**config.mk**
```make
export PLATFORM = sky130hd
export DESIGN_NAME = adc_sample_capture_flat
export DESIGN_NICKNAME = d
export VERILOG_FILES = /design/src/rtl/adc_sample_capture_if.sv /design/src/rtl/adc_sample_capture.sv /design/src/flat_wrapper.sv
export SDC_FILE = /design/constraint.sdc
export NUM_CORES = 1
export LEC_CHECK = 0
export CAP_MARGIN = 25
export CELL_PAD_IN_SITES_DETAIL_PLACEMENT = 0
export CELL_PAD_IN_SITES_GLOBAL_PLACEMENT = 1
export CORE_ASPECT_RATIO = 2
export CORE_MARGIN = 2
export CORE_UTILIZATION = 30
export CTS_CLUSTER_DIAMETER = 120
export DETAILED_ROUTE_END_ITERATION = 10
export GPL_ROUTABILITY_DRIVEN = 0
export HOLD_SLACK_MARGIN = 0.03
export PLACE_DENSITY_LB_ADDON = 0.1
export SYNTH_ARGS = -nofsm -noshare
export SYNTH_HDL_FRONTEND = slang
export SYNTH_SLANG_ARGS = --single-unit
```
**constraint.sdc**
```tcl
create_clock -name clk -period 5.7 [get_ports clk]
set_input_delay 1.14 -clock clk [delete_from_list [all_inputs] [get_ports clk]]
set_output_delay 1.14 -clock clk [all_outputs]
set_load 0.005 [all_outputs]
```
**src/rtl/adc_sample_capture_if.sv**
```systemverilog
// Bundles the sample-FIFO read port and the frame-buffer write port of the
// ADC capture block. The master side is the capture block itself.
interface adc_sample_capture_if #(
    parameter int ADDR_W = 9
) ();
    // Sample FIFO read port (standard mode: dout valid the cycle after rd_en)
    logic              empty;
    logic [31:0]       dout;
    logic              rd_en;
    // Frame-buffer write port
    logic              buf_we;
    logic [ADDR_W-1:0] buf_addr;
    logic [7:0]        buf_data;

    modport master (
        input  empty,
        input  dout,
        output rd_en,
        output buf_we,
        output buf_addr,
        output buf_data
    );

    modport slave (
        output empty,
        output dout,
        input  rd_en,
        input  buf_we,
        input  buf_addr,
        input  buf_data
    );
endinterface

```
**src/rtl/adc_sample_capture.sv**
```systemverilog
// ADC sample capture: pops packed ADC words from the sample FIFO, unpacks one
// channel, waits for a rising crossing of a signed threshold and then writes
// 2**ADDR_W consecutive 8-bit offset-binary samples into the frame buffer.
module adc_sample_capture #(
    parameter int ADDR_W = 9,
    parameter int CH_SEL = 0
) (
    input  logic                clk,
    input  logic                rst,
    adc_sample_capture_if.master bus,
    input  logic                arm,
    input  logic signed [13:0]  threshold,
    output logic                capturing,
    output logic                done
);

    typedef enum logic [1:0] {
        ST_IDLE = 2'd0,
        ST_WAIT = 2'd1,
        ST_CAPT = 2'd2,
        ST_DONE = 2'd3
    } state_t;

    // Request count that ends a capture, and the address of its last sample
    localparam logic [ADDR_W:0]   DEPTH_CNT = {1'b1, {ADDR_W{1'b0}}};
    localparam logic [ADDR_W-1:0] LAST_ADDR = {ADDR_W{1'b1}};
    localparam logic [ADDR_W-1:0] ADDR_ONE  = {{(ADDR_W-1){1'b0}}, 1'b1};
    localparam logic [ADDR_W:0]   CNT_ONE   = {{ADDR_W{1'b0}}, 1'b1};

    // 14-bit two's complement to 8-bit offset binary (top 8 bits, sign flipped)
    function automatic logic [7:0] to_offset8(input logic [13:0] s);
        return {~s[13], s[12:6]};
    endfunction

    state_t             state_r;
    state_t             next_state_s;
    logic               vld_r;
    logic               rd_en_s;
    logic               trig_s;
    logic signed [13:0] sample_s;
    logic signed [13:0] prev_r;
    logic               prev_valid_r;
    logic signed [13:0] thr_r;
    logic [ADDR_W:0]    req_cnt_r;
    logic [ADDR_W-1:0]  wr_addr_s;
    logic               buf_we_r;
    logic [ADDR_W-1:0]  buf_addr_r;
    logic [7:0]         buf_data_r;
    logic               capturing_r;
    logic               done_r;
    logic               unused_s;

    assign sample_s  = (CH_SEL == 0) ? bus.dout[29:16] : bus.dout[13:0];
    assign unused_s  = ^{bus.dout[31:30], bus.dout[15:14]};
    assign wr_addr_s = buf_addr_r + ADDR_ONE;

    assign bus.rd_en    = rd_en_s;
    assign bus.buf_we   = buf_we_r;
    assign bus.buf_addr = buf_addr_r;
    assign bus.buf_data = buf_data_r;
    assign capturing    = capturing_r;
    assign done         = done_r;

    // Next-state, FIFO pop request and trigger detection
    always_comb begin
        next_state_s = state_r;
        rd_en_s      = 1'b0;
        trig_s       = 1'b0;
        case (state_r)
            ST_IDLE: begin
                if (arm) begin
                    next_state_s = ST_WAIT;
                end else begin
                    next_state_s = ST_IDLE;
                end
            end
            ST_WAIT: begin
                rd_en_s = ~bus.empty;
                if (vld_r && prev_valid_r && (prev_r < thr_r) && (sample_s >= thr_r)) begin
                    trig_s       = 1'b1;
                    next_state_s = ST_CAPT;
                end else begin
                    next_state_s = ST_WAIT;
                end
            end
            ST_CAPT: begin
                rd_en_s = ~bus.empty && (req_cnt_r < DEPTH_CNT);
                if (vld_r && (wr_addr_s == LAST_ADDR)) begin
                    next_state_s = ST_DONE;
                end else begin
                    next_state_s = ST_CAPT;
                end
            end
            ST_DONE: begin
                if (arm) begin
                    next_state_s = ST_WAIT;
                end else begin
                    next_state_s = ST_DONE;
                end
            end
            default: begin
                next_state_s = ST_IDLE;
            end
        endcase
    end

    // State register, read-valid pipeline and registered status outputs
    always_ff @(posedge clk or negedge rst) begin
        if (!rst) begin
            state_r     <= ST_IDLE;
            vld_r       <= 1'b0;
            capturing_r <= 1'b0;
            done_r      <= 1'b0;
        end else begin
            state_r     <= next_state_s;
            vld_r       <= rd_en_s;
            capturing_r <= (next_state_s == ST_WAIT) || (next_state_s == ST_CAPT);
            done_r      <= (next_state_s == ST_DONE);
        end
    end

    // Trigger history, request counter and frame-buffer write port
    always_ff @(posedge clk or negedge rst) begin
        if (!rst) begin
            prev_r       <= 14'sd0;
            prev_valid_r <= 1'b0;
            thr_r        <= 14'sd0;
            req_cnt_r    <= {(ADDR_W+1){1'b0}};
            buf_we_r     <= 1'b0;
            buf_addr_r   <= {ADDR_W{1'b0}};
            buf_data_r   <= 8'h00;
        end else begin
            buf_we_r <= 1'b0;
            case (state_r)
                ST_IDLE, ST_DONE: begin
                    if (arm) begin
                        thr_r        <= threshold;
                        prev_valid_r <= 1'b0;
                    end
                end
                ST_WAIT: begin
                    if (trig_s) begin
                        // Trigger word goes to address 0; a pop issued this
                        // cycle is already the second sample of the frame.
                        buf_we_r   <= 1'b1;
                        buf_addr_r <= {ADDR_W{1'b0}};
                        buf_data_r <= to_offset8(sample_s);
                        req_cnt_r  <= CNT_ONE + {{ADDR_W{1'b0}}, rd_en_s};
                    end else if (vld_r) begin
                        prev_r       <= sample_s;
                        prev_valid_r <= 1'b1;
                    end
                end
                ST_CAPT: begin
                    if (rd_en_s) begin
                        req_cnt_r <= req_cnt_r + CNT_ONE;
                    end
                    if (vld_r) begin
                        buf_we_r   <= 1'b1;
                        buf_addr_r <= wr_addr_s;
                        buf_data_r <= to_offset8(sample_s);
                    end
                end
                default: begin
                end
            endcase
        end
    end

endmodule

```
**src/flat_wrapper.sv**
```systemverilog
// flat-port wrapper written by rule: the top's interface ports become plain ports
module adc_sample_capture_flat 
#(
    parameter int ADDR_W = 9,
    parameter int CH_SEL = 0
)
  (clk, rst, arm, threshold, capturing, done, bus_empty, bus_dout, bus_rd_en, bus_buf_we, bus_buf_addr, bus_buf_data);
  adc_sample_capture_if #(.ADDR_W(ADDR_W)) bus_i ();
  input  logic clk;
  input  logic rst;
  input  logic arm;
  input  logic signed [13:0] threshold;
  output logic capturing;
  output logic done;
  input wire logic [$bits(bus_i.empty)-1:0] bus_empty;
  input wire logic [$bits(bus_i.dout)-1:0] bus_dout;
  output wire logic [$bits(bus_i.rd_en)-1:0] bus_rd_en;
  output wire logic [$bits(bus_i.buf_we)-1:0] bus_buf_we;
  output wire logic [$bits(bus_i.buf_addr)-1:0] bus_buf_addr;
  output wire logic [$bits(bus_i.buf_data)-1:0] bus_buf_data;
  assign bus_i.empty = bus_empty;
  assign bus_i.dout = bus_dout;
  assign bus_rd_en = bus_i.rd_en;
  assign bus_buf_we = bus_i.buf_we;
  assign bus_buf_addr = bus_i.buf_addr;
  assign bus_buf_data = bus_i.buf_data;
  adc_sample_capture #(.ADDR_W(ADDR_W), .CH_SEL(CH_SEL)) u_core (.clk(clk), .rst(rst), .bus(bus_i), .arm(arm), .threshold(threshold), .capturing(capturing), .done(done));
endmodule
```
## Yosys cells after proc, flatten, opt, wreduce, memory -nomap -nowiden

Index checks and enable logic that the tools add are counted.

| word-level totals | value |
|---|---|
| flip-flop bits (word level) | 62 |
| bits of input ports | 50 |
| output and inout port bits | 21 |
| logic and storage cells | 72 |

| operators by class | value |
|---|---|
| add/sub/neg operators | 3 |
| magnitude comparators | 3 |
| equality and inequality tests | 13 |
| multiplexer cells | 24 |
| bitwise operators | 3 |
| reduce and logical (&&, ||, !) cells | 15 |

Operator list:

| kind | number |
|---|---|
| 2-to-1 mux 10 bit | 2 |
| case mux 10 bit (2 select lines) | 1 |
| 2-to-1 mux 9 bit | 2 |
| case mux 9 bit (2 select lines) | 1 |
| 2-to-1 mux 8 bit | 2 |
| case mux 8 bit (2 select lines) | 1 |
| greater-or-equal comparator 14 bit | 1 |
| less-than comparator 14 bit | 1 |
| adder 10 x 1 -> 10 bit, second input constant | 1 |
| less-than comparator 10 bit, second input constant | 1 |
| adder 9 x 1 -> 9 bit, second input constant | 1 |
| equality test 9 bit, second input constant | 1 |
| 2-to-1 mux 1 bit | 9 |
| AND reduction 3 bit | 3 |
| equality test 2 bit, second input constant | 4 |
| inequality test 2 x 1 -> 1 bit, second input constant | 4 |
| case mux 2 bit (4 select lines) | 1 |
| case mux 1 bit (2 select lines) | 3 |
| logical AND 1 bit | 5 |
| equality test 2 x 1 -> 1 bit, second input constant | 2 |
| 2-to-1 mux 2 bit | 2 |
| inequality test 2 bit, second input constant | 2 |
| AND reduction 4 bit | 1 |
| nonzero test 2 bit | 2 |
| 6 further kinds | 8 |

## Longest topological paths before layout

Gate-level depths: netlist of run 1.

| depth | value |
|---|---|
| depth in word-level cells | 7 |
| gate-level depth with buffers | 11 |
| gate-level depth less buffers | 10 |

## Least setup slack after synthesis of run 1

Ideal clock, no wire load.

| timing path | value |
|---|---|
| path kind | input to register |
| from | in bus_dout[29] |
| to | reg u_core.capturing_r (netlist: u_core.capturing) |
| setup time | 0.126 ns |
| arrival time | 3.169 ns |
| data required time | 5.574 ns |
| path slack | 2.406 ns |
| stages | 10 |
| path buffers | 2 |
| path through | ha_1 > nand4_1 > nor3_1 > o31ai_2 > o2111ai_2 > mux2_4 > buf_6 > buf_2 > a32oi_1 > ha_1 |

| between the ends | value |
|---|---|
| cells in the longest elaborated chain, start to end | 6 |
| elaborated cells on any way between the ends | 7 |
| those cells by class | 1 x order compare; 2 x eq/ne; 2 x mux; 2 x reduce/logical |

Ends and longest elaborated chain:

| element | line | source |
|---|---|---|
| from (decl) | flat_wrapper.sv:16 | `input wire logic [$bits(bus_i.dout)-1:0] bus_dout;` |
| greater-or-equal comparator 14 bit * | adc_sample_capture.sv:79 | `if (vld_r && prev_valid_r && (prev_r < thr_r) && (sample_s >= thr_r)) begin` |
| logical AND 1 bit * | adc_sample_capture.sv:79 |  |
| 2-to-1 mux 2 bit * | adc_sample_capture.sv:79 |  |
| case mux 2 bit (4 select lines) * | adc_sample_capture.sv:69 | `case (state_r)` |
| named net u_core.next_state_s[0] | adc_sample_capture.sv:36 | `state_t next_state_s;` |
| equality test 2 x 1 -> 1 bit / equality test 2 bit (equally long branches) | adc_sample_capture.sv:117 | `capturing_r <= (next_state_s == ST_WAIT) \|\| (next_state_s == ST_CAPT);` |
| logical OR 1 bit * | adc_sample_capture.sv:117 |  |
| to (signal assigned) | adc_sample_capture.sv:117 |  |
| to (decl) | adc_sample_capture.sv:49 | `logic capturing_r;` |

The timed path passes the listed nets; every way through them passes the cells marked *.
A chain may end at the register's enable or synchronous reset.

## Worst setup path after layout of run 1

| timing path | value |
|---|---|
| from | in bus_dout[29] |
| to | reg u_core.prev_r[8] |

| between the ends | value |
|---|---|
| cells in the longest elaborated chain, start to end | 6 |

Ends and longest elaborated chain:

| element | line | source |
|---|---|---|
| greater-or-equal comparator 14 bit | adc_sample_capture.sv:79 |  |
| logical AND 1 bit | adc_sample_capture.sv:79 |  |
| 2-to-1 mux 1 bit | adc_sample_capture.sv:79 |  |
| 2-to-1 mux 1 bit | adc_sample_capture.sv:69 |  |
| inverter 1 bit (no source line) | -- |  |
| AND reduction 3 bit (no source line) | -- |  |
| to (signal assigned) | adc_sample_capture.sv:150 | `prev_r <= sample_s;` |
| to (decl) | adc_sample_capture.sv:41 | `logic signed [13:0] prev_r;` |

Every way passes these cells.

==> results of run 1 <==
routing by layer:
layer	GRT usage, %	routed length, um	up-vias
li1	-	-	1346
met1	17.2	3490	1332
met2	28.3	5190	54
met3	2.55	269	9
met4	6.30	155	0
met5	0	0	-
sequential cells by signal, indices dropped and copies added (netlist names), 2 cells and up:
name and cells:
u_core.state_r 2, u_core.bus.buf_data 8, u_core.prev_r 14, u_core.req_cnt_r 10, u_core.thr_r 14, u_core.bus.buf_addr 9
critical path, stage by stage:
cell and delay (ns):
clkdlybuf4s50_1 0.46, ha_1 0.44, nand4_1 0.14, nor3_1 0.41, nand4_1 0.23, nand3_1 0.13
mux2_4 0.32, a21bo_2 0.45, mux2_2 0.39
report_power, final:
part	leakage, nW	total (mW)	internal, mW	switching [mW]
sequential	0.777	0.682	0.603	0.0793
combinational	1.05	1.11	0.506	0.599
clock	0.162	0.577	0.384	0.192
total	1.99	2.36	1.49	0.871
through the flow:
step / hold WS (ns) / area (um2) / util, % / worst slack [ns] / power, mW
6_report: 0.492 / 4550 / 38.8 / 1.79 / 2.36
5_1_grt: 0.515 / 4550 / 38.8 / 1.48 / 2.56
3_3_place_gp: 0.479 / 4230 / 36.1 / 1.32 / 1.79
3_5_place_dp: 0.483 / 4230 / 36.1 / 1.31 / 1.81
4_1_cts: 0.496 / 4550 / 38.8 / 1.67 / 2.41
2_1_floorplan: 0.468 / 3590 / - / 2.41 / 1.49
cells by family after synthesis:
group           after synthesis  synth area share, %
xor+xnor                      5                 1.22
compound gates               68                 13.0
simple gates                102                 14.8
mux                          29                 9.84
fa+ha+maj                    35                 12.2
flops                        62                 43.3
buf+inv                      45                 5.65
placed cells by master, fill, tap and decap left out, types with 4 or more instances in the layout:
cell,Yosys,routed
a31oi_1,5,5
clkbuf_16,0,9
nor3_1,10,10
nand2_1,30,30
mux2_4,8,8
mux2_2,16,16
inv_1,32,32
clkdlybuf4s50_1,0,51
ha_1,35,35
o21ai_0,16,16
o211ai_1,5,5
a21oi_1,14,14
a211o_1,5,5
and3_1,8,8
dfrtp_1,62,62
nor2_1,9,8
nand3_1,15,15
or2_2,4,4
nand4_1,12,12
nand2b_1,4,4
clkbuf_8,0,4
worst min-delay path by stage:
stage,endpoint,depth (start not counted),slack [ns],from
2_1_floorplan,u_core.prev_r[12],1,0.47,u_core.prev_r[12]
3_5_place_dp,u_core.prev_r[0],1,0.48,u_core.prev_r[0]
4_1_cts,u_core.prev_r[0],1,0.50,u_core.prev_r[0]
3_3_place_gp,u_core.prev_r[0],1,0.48,u_core.prev_r[0]
5_1_grt,u_core.prev_r[0],1,0.52,u_core.prev_r[0]
6_report,u_core.prev_r[0],1,0.49,u_core.prev_r[0]
layout make-up:
class | count | area (um2) | share of cell area, %
Timing Repair Buffer | 55 | 538 | 11.8
Multi-Input combinational cell | 239 | 1830 | 40.4
Tap cell | 145 | 181 | 3.99
Sequential cell | 62 | 1550 | 34.1
Clock buffer | 13 | 280 | 6.17
Inverter | 32 | 120 | 2.64
Clock inverter | 3 | 40.0 | 0.881
==> flow_metrics.env, run 1 <==
export IMPL_tightest_slew_ns=0.926
export IMPL_via_density_per_instance=4.99
export IMPL_fin_cells=549
export IMPL_synth_avg_cell_area_um2=10.4
export IMPL_initial_core_util_pct=30.6
export IMPL_nNetsFinal=484
export IMPL_initialDrtViolationCount=86
export IMPL_hold_viol=0
export IMPL_clock_sinks=62
export IMPL_max_cap_viol_count=0
export IMPL_clock_fmax_mhz=256
export IMPL_synth_area_leaders="dfrtp_1, ha_1, mux2_2"
export IMPL_drt_antenna_violating_nets=0
export IMPL_cts_inserted_buffers=9
export IMPL_ioPinCount=71
export IMPL_critPathLaunch="bus_dout[29]"
export IMPL_initial_antenna_violation_count=0
export IMPL_drt_pass1_iter_count=4
export IMPL_worst_endpoint_arrival_ns=4.12
export IMPL_synth_edf_count=0
export IMPL_timing_worst_setup_path_type="in2reg"
export IMPL_place_inst=533
export IMPL_seq_area_frac_synth_pct=43.3
export IMPL_yosys_cell_count_top_type="dfrtp_1"
export IMPL_dp_hpwl_um=6640
export IMPL_route_detailed_drc=0
export IMPL_setup_violations_final=0
export IMPL_critical_path_max_fanout=20
export IMPL_ir_drop_v=0.000257
export IMPL_slew_headroom_pct=38.1
export IMPL_yosys_cell_types_count=50
export IMPL_gr_usage_all_layers_pct=15.5
export IMPL_final_fill_count=1179
export IMPL_post_cts_repair_setup_buffers=0
export IMPL_die_area_um2=12900
export IMPL_avgRoutedWirePerCell_um=16.6
export IMPL_root_buffer_master="clkbuf_16"
export IMPL_cts_resized=0
export IMPL_synth_seq_cells=62
export IMPL_antenna_cells=0
export IMPL_grt_start_max_net_pins=63
export IMPL_worst_r2r_endpoint="u_core.req_cnt_r[0]"
export IMPL_floorplan_die_width_um=81.3
export IMPL_mappedNetlistArea_um2=3590
export IMPL_postSynth_asyncResetShare_pct=100
export IMPL_setup_reg_to_reg_worst_slack_ns=2.33
export IMPL_synthesis_nets=431
export IMPL_clk_pin_slew_worst_paths_ns=0.05
export IMPL_first_global_vias=2815
export IMPL_fp_coreArea_um2=11700
export IMPL_worst_r2r_path_cells=9
export IMPL_timing_final_max_slew_violations=0
export IMPL_timing_rr_start="u_core.thr_r[3]"
export IMPL_yosysWarnings=0
export IMPL_cp_start_kind="input port"
export IMPL_end_kind="register"
export IMPL_layout_drive_gt1_share_pct=13.4
export IMPL_globalRouteOverflowTotal=0
export IMPL_rows=56
export IMPL_cts_max_path_buffers=2
export IMPL_required_ns=5.91
export IMPL_rsz_0062_raised_after_global_routing="no"
export IMPL_htreeDepth=3
export IMPL_cell_count_after_synthesis=346
export IMPL_final_wirelength_um=9110
export IMPL_post_route_period_util_pct=68.6
export IMPL_layout_area_overhead_vs_synth_pct=26.8
export IMPL_port_buffer_count=52
export IMPL_synth_top_cell_area_share_pct=43.3
export IMPL_worstSetupEndpoint="u_core.prev_r[8]"
export IMPL_p_leak_nw=1.99
export IMPL_power_per_cell_area_nw_per_um2=520
export IMPL_fin_setup_tns_ns=0
export IMPL_clock_insertion_delay_worst_skew_ns=0.33
export IMPL_hold_path_class="reg2reg"
export IMPL_die_y_um=159
export IMPL_synth_flop_cell="dfrtp_1"
export IMPL_synth_largest_area_cell="dfrtp_1"
export IMPL_netlist_top_cells_count="dfrtp_1, ha_1, inv_1"
export IMPL_num_vias=2741
export IMPL_final_critical_path_required_period_ns=3.91
export IMPL_finalClockSkew_ns=0.00662
export IMPL_grt_pass1_wl_um=14700
export IMPL_clock_tree_from_tritoncts="done"
export IMPL_postCtsHoldBufs=0
export IMPL_status="completed"
Power figures use the tool's default switching activity.
==> run 2: changes to the inputs <==
clock period = 3.9 ns   (was 5.7 ns; I/O delays follow)
==> flow_metrics.env, run 2 (same netlist as run 1, synthesis figures left out) <==
export IMPL_report_power_total_mw=3.46
export IMPL_post_route_period_util_pct=85.0
export IMPL_cts_max_path_buffers=2
export IMPL_rows=56
export IMPL_power_per_cell_area_nw_per_um2=744
export IMPL_num_vias=2786
export IMPL_die_y_um=159
export IMPL_rsz_0062_raised_after_global_routing="no"
export IMPL_clock_insertion_delay_worst_skew_ns=0.33
export IMPL_floorplan_die_width_um=81.3
export IMPL_initialDrtViolationCount=111
export IMPL_finish_instance_area_um2=4640
export IMPL_final_critical_path_required_period_ns=3.31
export IMPL_clk_pin_slew_worst_paths_ns=0.05
export IMPL_nNetsFinal=501
export IMPL_fin_setup_tns_ns=0
export IMPL_tightest_slew_ns=0.537
export IMPL_antenna_cells=0
export IMPL_ioPinCount=71
export IMPL_ir_drop_v=0.000259
export IMPL_gr_usage_all_layers_pct=15.8
export IMPL_end_kind="register"
export IMPL_layout_core_utilization_pct=39.7
export IMPL_setup_violations_final=0
export IMPL_port_buffer_count=52
export IMPL_final_fill_count=1164
export IMPL_post_dp_cell_area_um2=4360
export IMPL_slew_headroom_pct=64.2
export IMPL_timing_worst_setup_path_type="in2reg"
export IMPL_critPathMaxStageDelay_ns=0.48
export IMPL_cts_inserted_buffers=9
export IMPL_clock_sinks=62
export IMPL_via_density_per_instance=4.94
export IMPL_drt_antenna_violating_nets=0
export IMPL_fp_coreArea_um2=11700
export IMPL_die_area_um2=12900
export IMPL_post_cts_repair_setup_buffers=0
export IMPL_crit_path_top_delay_cell="clkdlybuf4s50_1"
export IMPL_worst_endpoint_arrival_ns=3.52
export IMPL_avgRoutedWirePerCell_um=16.5
export IMPL_status="completed"
export IMPL_required_ns=4.11
export IMPL_timing_final_max_slew_violations=0
export IMPL_clock_tree_from_tritoncts="done"
export IMPL_layout_top_registers="u_core.prev_r (14), u_core.thr_r (14), u_core.req_cnt_r (10)"
export IMPL_final_wirelength_um=9290
export IMPL_layout_common_cells="dfrtp_1, clkdlybuf4s50_1, ha_1"
export IMPL_layout_area_overhead_vs_synth_pct=29.4
export IMPL_multi_input_comb_area_um2=1830
export IMPL_grt_pass1_wl_um=15000
export IMPL_p_leak_nw=2.06
export IMPL_mostFrequentLayoutCell="dfrtp_1"
export IMPL_grt_start_max_net_pins=40
export IMPL_critical_path_cell_chain="clkdlybuf4s50_1, ha_1, nand4_1, nor3_1, buf_4, o31ai_2, o2111ai_2, mux2_4, a21bo_2, buf_12, mux2_1"
export IMPL_initial_antenna_violation_count=0
export IMPL_root_buffer_master="clkbuf_16"
export IMPL_dp_hpwl_um=7050
export IMPL_critical_path_max_fanout=14
export IMPL_cts_resized=0
export IMPL_clock_fmax_mhz=302
export IMPL_htreeDepth=3
export IMPL_hold_path_class="in2async"
export IMPL_postCtsHoldBufs=0
export IMPL_route_detailed_drc=0
export IMPL_regArea_um2=1550
export IMPL_first_global_vias=2899
export IMPL_finalClockSkew_ns=0.00721
export IMPL_hold_viol=0
export IMPL_cp_start_kind="input port"
export IMPL_drt_pass1_iter_count=4
export IMPL_max_cap_viol_count=0
export IMPL_globalRouteOverflowTotal=0
export IMPL_layout_drive_gt1_share_pct=16.0
export IMPL_fin_worst_hold_slack_ns=0.432
export IMPL_initial_core_util_pct=30.6
==> run 2: area by class of cell <==
cell class              instances  share of cell area (%)
flip-flops and latches         62                    33.4
repair buffers                 72                    15.0
inverters                      32                    2.59
multi-input cells             239                    39.5
clock buffers                  12                    5.31
well taps                     145                    3.91
clock inverters                 2                   0.216
==> run 2: path summary, 6_finish.rpt <==
check                                 start             endpoint  slack [ns]  cells after the start
min                                     rst  u_core.req_cnt_r[3]        0.43                      1
min in group clk           u_core.prev_r[0]     u_core.prev_r[0]        0.49                      1
min reg2reg                u_core.prev_r[0]     u_core.prev_r[0]        0.49                      1
max reg2reg                 u_core.thr_r[3]  u_core.req_cnt_r[0]        0.96                     10
max in group asynchronous               rst    u_core.prev_r[11]        2.69                      3
max                            bus_dout[29]    u_core.prev_r[12]        0.59                     11
==> run 2: stage by stage <==
stage,instances,setup slack (ns)
after floorplan,346,0.966
after global placement,549,0.176
after detailed placement,549,0.174
after CTS,563,0.515
after global routing,564,0.436
final,564,0.586
==> run 2: report_power, final <==
group / leakage [nW] / total, mW / internal (mW) / switching [mW]
Clock: 0.128 / 0.717 / 0.438 / 0.279
Sequential: 0.777 / 1.00 / 0.881 / 0.120
Combinational: 1.15 / 1.74 / 0.857 / 0.880
==> run 2: critical path: cells and delay by family <==
kind                     cells  cell delay (ns)
AO/OA/AOI/OAI                3             0.41
adder cells (fa/ha/maj)      1             0.36
buffers and inverters        3             0.82
multiplexers                 2             0.68
AND/OR/NAND/NOR              2             0.46
==> run 2: metal layers <==
metal | share of wire [%] | track usage [%]
met1 | 38 | 17.2
met2 | 57 | 29.3
met3 | 2.5 | 2.89
met4 | 1.6 | 6.05
met5 | 0 | 0
